===== src/rtl/div_if.sv =====
// div_if: EX-stage handshake between the pipeline and the divide sequencer
interface div_if #(
  parameter int XLEN = 32
);
  logic            start_i;
  logic [1:0]      op_i;
  logic [XLEN-1:0] a_i;
  logic [XLEN-1:0] b_i;
  logic            flush_i;
  logic            stall_o;
  logic            busy_o;
  logic            valid_o;
  logic [XLEN-1:0] result_o;
  modport master (
    output start_i, op_i, a_i, b_i, flush_i,
    input  stall_o, busy_o, valid_o, result_o
  );
  modport slave (
    input  start_i, op_i, a_i, b_i, flush_i,
    output stall_o, busy_o, valid_o, result_o
  );
endinterface


===== src/rtl/div_sequencer.sv =====
// div_sequencer: multi-cycle radix-2 restoring divider for RV32M DIV/DIVU/REM/REMU
module div_sequencer #(
  parameter int XLEN = 32
) (
  input logic  clk,
  input logic  rst_n,
  div_if.slave bus
);
  localparam int CW = $clog2(XLEN);
  localparam logic [XLEN-1:0] MIN = {1'b1, {(XLEN-1){1'b0}}};
  typedef enum logic [1:0] {IDLE, CALC, DONE} state_e;
  state_e          state_q, state_d;
  logic [CW-1:0]   cnt_q, cnt_d;
  logic [XLEN-1:0] quo_q, quo_d, rem_q, rem_d, dvs_q, dvs_d;
  logic [1:0]      op_q, op_d;
  logic            sa_q, sa_d, sb_q, sb_d, fast_q, fast_d;
  logic            sgn, go, ge, fix;
  logic [XLEN-1:0] a_abs, b_abs, rem_sh, sel;
  always_comb begin
    sgn     = ~bus.op_i[0];
    go      = (state_q == IDLE) & bus.start_i & ~bus.flush_i;
    a_abs   = (sgn & bus.a_i[XLEN-1]) ? -bus.a_i : bus.a_i;
    b_abs   = (sgn & bus.b_i[XLEN-1]) ? -bus.b_i : bus.b_i;
    rem_sh  = {rem_q[XLEN-2:0], quo_q[XLEN-1]};
    ge      = rem_sh >= dvs_q;
    state_d = state_q;
    cnt_d   = cnt_q;
    quo_d   = quo_q;
    rem_d   = rem_q;
    dvs_d   = dvs_q;
    op_d    = op_q;
    sa_d    = sa_q;
    sb_d    = sb_q;
    fast_d  = fast_q;
    case (state_q)
      IDLE: if (go) begin
        op_d   = bus.op_i;
        sa_d   = sgn & bus.a_i[XLEN-1];
        sb_d   = sgn & bus.b_i[XLEN-1];
        dvs_d  = b_abs;
        cnt_d  = CW'(XLEN - 1);
        fast_d = 1'b1;
        if (bus.b_i == '0) begin
          state_d = DONE;
          quo_d   = '1;
          rem_d   = bus.a_i;
        end else if (sgn & (bus.a_i == MIN) & (bus.b_i == '1)) begin
          state_d = DONE;
          quo_d   = MIN;
          rem_d   = '0;
        end else begin
          state_d = CALC;
          quo_d   = a_abs;
          rem_d   = '0;
          fast_d  = 1'b0;
        end
      end
      CALC: begin
        rem_d   = ge ? rem_sh - dvs_q : rem_sh;
        quo_d   = {quo_q[XLEN-2:0], ge};
        cnt_d   = cnt_q - 1'b1;
        state_d = (cnt_q == '0) ? DONE : CALC;
      end
      default: state_d = IDLE;
    endcase
    if (bus.flush_i) state_d = IDLE;
  end
  always_ff @(posedge clk or negedge rst_n) begin
    if (!rst_n) begin
      state_q <= IDLE;
      cnt_q   <= '0;
      quo_q   <= '0;
      rem_q   <= '0;
      dvs_q   <= '0;
      op_q    <= '0;
      sa_q    <= 1'b0;
      sb_q    <= 1'b0;
      fast_q  <= 1'b0;
    end else begin
      state_q <= state_d;
      cnt_q   <= cnt_d;
      quo_q   <= quo_d;
      rem_q   <= rem_d;
      dvs_q   <= dvs_d;
      op_q    <= op_d;
      sa_q    <= sa_d;
      sb_q    <= sb_d;
      fast_q  <= fast_d;
    end
  end
  always_comb begin
    fix          = ~fast_q & ~op_q[0] & (op_q[1] ? sa_q : sa_q ^ sb_q);
    sel          = op_q[1] ? rem_q : quo_q;
    bus.stall_o  = go | (state_q == CALC);
    bus.busy_o   = state_q != IDLE;
    bus.valid_o  = state_q == DONE;
    bus.result_o = bus.valid_o ? (fix ? -sel : sel) : '0;
  end
endmodule


===== src/flat_wrapper.sv =====
// flat-port wrapper written by rule: the top's interface ports become plain ports
module div_sequencer_flat 
#(
  parameter int XLEN = 32
)
  (clk, rst_n, bus_start_i, bus_op_i, bus_a_i, bus_b_i, bus_flush_i, bus_stall_o, bus_busy_o, bus_valid_o, bus_result_o);
  div_if #(.XLEN(XLEN)) bus_i ();
  input logic clk;
  input logic rst_n;
  input wire logic [$bits(bus_i.start_i)-1:0] bus_start_i;
  input wire logic [$bits(bus_i.op_i)-1:0] bus_op_i;
  input wire logic [$bits(bus_i.a_i)-1:0] bus_a_i;
  input wire logic [$bits(bus_i.b_i)-1:0] bus_b_i;
  input wire logic [$bits(bus_i.flush_i)-1:0] bus_flush_i;
  output wire logic [$bits(bus_i.stall_o)-1:0] bus_stall_o;
  output wire logic [$bits(bus_i.busy_o)-1:0] bus_busy_o;
  output wire logic [$bits(bus_i.valid_o)-1:0] bus_valid_o;
  output wire logic [$bits(bus_i.result_o)-1:0] bus_result_o;
  assign bus_i.start_i = bus_start_i;
  assign bus_i.op_i = bus_op_i;
  assign bus_i.a_i = bus_a_i;
  assign bus_i.b_i = bus_b_i;
  assign bus_i.flush_i = bus_flush_i;
  assign bus_stall_o = bus_i.stall_o;
  assign bus_busy_o = bus_i.busy_o;
  assign bus_valid_o = bus_i.valid_o;
  assign bus_result_o = bus_i.result_o;
  div_sequencer #(.XLEN(XLEN)) u_core (.clk(clk), .rst_n(rst_n), .bus(bus_i));
endmodule

===== config.mk =====
export PLATFORM = sky130hd
export DESIGN_NAME = div_sequencer_flat
export DESIGN_NICKNAME = d
export VERILOG_FILES = /design/src/rtl/div_if.sv /design/src/rtl/div_sequencer.sv /design/src/flat_wrapper.sv
export SDC_FILE = /design/constraint.sdc
export NUM_CORES = 1
export LEC_CHECK = 0
export CORE_UTILIZATION = 63
export CTS_BUF_LIST = sky130_fd_sc_hd__clkbuf_16
export DETAILED_ROUTE_END_ITERATION = 12
export PLACE_DENSITY_LB_ADDON = 0.05
export SETUP_SLACK_MARGIN = 0.02
export SLEW_MARGIN = 20
export SYNTH_ARGS = -nofsm -noshare
export SYNTH_HDL_FRONTEND = slang
export SYNTH_SLANG_ARGS = --single-unit

===== constraint.sdc =====
create_clock -name clk -period 8.27 [get_ports clk]
set_input_delay 1.2405 -clock clk [delete_from_list [all_inputs] [get_ports clk]]
set_output_delay 1.2405 -clock clk [all_outputs]
set_load 0.02 [all_outputs]

==> run metrics <==
proportion of layout cells with a drive suffix above 1 0.0556; max-cap violations 0; post-route worst setup slack 2.66 ns; CTS Buffer Depth 2; Net Count, Synth 1305; post-cts resize count 0; core area 14600 um^2; initial antenna violation count 0; Syn Inst Count 1196; Die H 124 um; Inst Count DP 1427; hold path start u_core.dvs_q[20]; DP HPWL 20.1 mm; # IOs 105; Least-Margin Pin Slew 0.918 ns; Final Hold Viols 0; Tot GR Track Use 0.347; CTS Sinks 108; Remaining DRCs 0; TritonCTS buffer count 9; Setup-failing EPs final 0; register area share after synthesis 0.286; Setup WS pre-CTS 3.03 ns; commonest non-fill, non-tap cell in the layout a21oi_1; Initial Utilization 0.647; leak pwr 4.45 nW; total routed wirelength 26.2 mm; Design Area, Final 10800 um^2; hold slack final 0.481 ns; library cells used by synthesis 73; die area 15500 um^2; worst min path class register to register; row cnt 44; Pwr per Cell Area 285 nW/um^2; Cell Area, Synth 9440 um^2; RSZ-0062 raised after global routing no; # hold bufs at CTS 0; first-pass GRT wire length 43.0 mm; Chip Width 124 um; worst-skew pair later-pin latency 0.36 ns; dominant synthesized flop cell dfrtp_1; Pre-antenna DRT Iters 5; CTS H-tree lvls 3; ys async rst share 1.00; Setup Crit Path Kind register to output pin; crit end category output pin; gpl congestion 0.945; Tmin final 5.61 ns; total power 3.07 mW; Layout Nets 1363; setup tns final 0 ns; post-route insts no fill 1442; Avg Inst Size Synth 7.89 um^2; Post-CTS Repair Setup Buffers 0; Fmax 178 MHz; Initial DRC Count 866; CTS root buf clkbuf_16; largest net degree at the start of global routing 83; Final Core Density 0.738; Yosys reg bits 108; max_slew headroom 0.387; worst-path maximum fanout 64; final antenna-violating net count 0; Worst VDD drop 0.000186 V; Clock Skew 0.0119 ns; Area growth syn-to-layout 14.1%; commonest non-fill, non-tap cells in the layout a21oi_1 (115), nor2_1 (112), o21ai_0 (107), dfrtp_1 (107), clkdlybuf4s50_1 (103); CTS tree done; FF-to-FF Start u_core.rem_q[6]; status complete, no violations; Worst-path clk slew 0.07 ns; Final period util 0.679; worst setup path start u_core.op_q[1]; Port Buf Inserts 104; Post-synth EDFFs 0; DR WL/cell 18.2 um; final slew viol count 0; Critical Path RT 7.03 ns; vias post-DR 9098; Startpoint Class register; diode count 0; placed cell areas 10500 um^2; crit path DAT 4.37 ns; gr ovfl total 0; number of global-route vias before repair 8324; Ys Warns 0; DR vias/cell 6.31
[per-layer routing]
layer,vias to the layer above,GRT usage,wire [um]
met5,-,0,0
met4,0,0.119,663
met3,52,0.0546,1880
met2,360,0.541,11700
met1,4253,0.488,11900
li1,4433,-,-
[worst paths after layout]
check	to	slack (ns)	depth (start not counted)
hold / removal	u_core.dvs_q[20]	0.48	2
hold reg to reg	u_core.dvs_q[20]	0.48	2
max in group asynchronous	u_core.sa_q	6.44	2
setup reg to reg	u_core.rem_q[29]	4.55	9
min in group asynchronous	u_core.dvs_q[9]	0.79	1
setup / recovery	bus_result_o[24]	2.66	12
[kinds of logic (layout without fill, tap and decap cells)]
kind of cell	Yosys count	count (layout)	share of synthesized area
AOI/OAI and AO/OA	394	394	0.258
and+or+nand+nor	376	376	0.201
buffers and inverters	130	192	0.0575
xor gates and xnor gates	109	109	0.101
DFF	108	108	0.286
muxes	40	40	0.0435
adders and majority gates	39	39	0.0525
[power by group]
group          switching, mW  internal [mW]
clock                  0.203          0.203
combinational           1.02          0.745
sequential             0.221          0.672
[cell usage after synthesis, drive strengths merged, types with 6 or more instances]
cell	instances	area (um^2)
or3	10	62.6
ha	38	475
xnor2	59	517
a211oi	10	75.1
o21bai	8	60.1
and3	9	56.3
inv	62	233
nor3	41	231
nand2	100	380
a221o	8	80.1
o211ai	13	97.6
nand3	12	60.1
nor3b	9	72.6
nor2b	8	50.1
o22ai	8	50.1
a21oi	115	576
nand4	15	100
nand2b	18	113
a21o	12	90.1
and2	11	71.3
a31oi	16	100
xor2	50	438
mux2i	35	354
nor2	115	455
a221oi	6	52.6
buf	16	115
a22oi	27	203
o31ai	7	52.6
o21a	7	52.6
clkbuf	52	195
dfrtp	108	2700
o21ai	123	634
nor4	11	93.8
[registers in the layout, indices dropped and copies added (netlist names)]
name	flops
u_core.state_q	2
u_core.dvs_q	32
u_core.sa_q	1
u_core.cnt_q	5
u_core.rem_q	32
u_core.quo_q	32
u_core.sb_q	1
u_core.fast_q	1
u_core.op_q	2
[final cells by class]
| type | count | area, um^2 |
|---|---|---|
| inverters | 62 | 233 |
| clock inverters | 6 | 43.8 |
| multi-input cells | 958 | 6210 |
| well taps | 184 | 230 |
| flip-flops and latches | 108 | 2700 |
| fillers | 1211 | 3820 |
| repair buffers | 115 | 1120 |
| clock buffers | 9 | 225 |
[worst max-delay path, cell delays in order (launching register included)]
cell	delay, ns
dfrtp_2	0.35
buf_4	0.59
mux2i_2	0.39
ha_1	0.24
o221ai_1	0.21
nor4_2	0.54
nand3_1	0.19
or2_2	0.34
nor2_1	0.15
a21oi_1	0.11
xor2_1	0.20
nor2_1	0.09
clkdlybuf4s50_1	0.60
Power figures use the tool's default switching activity.
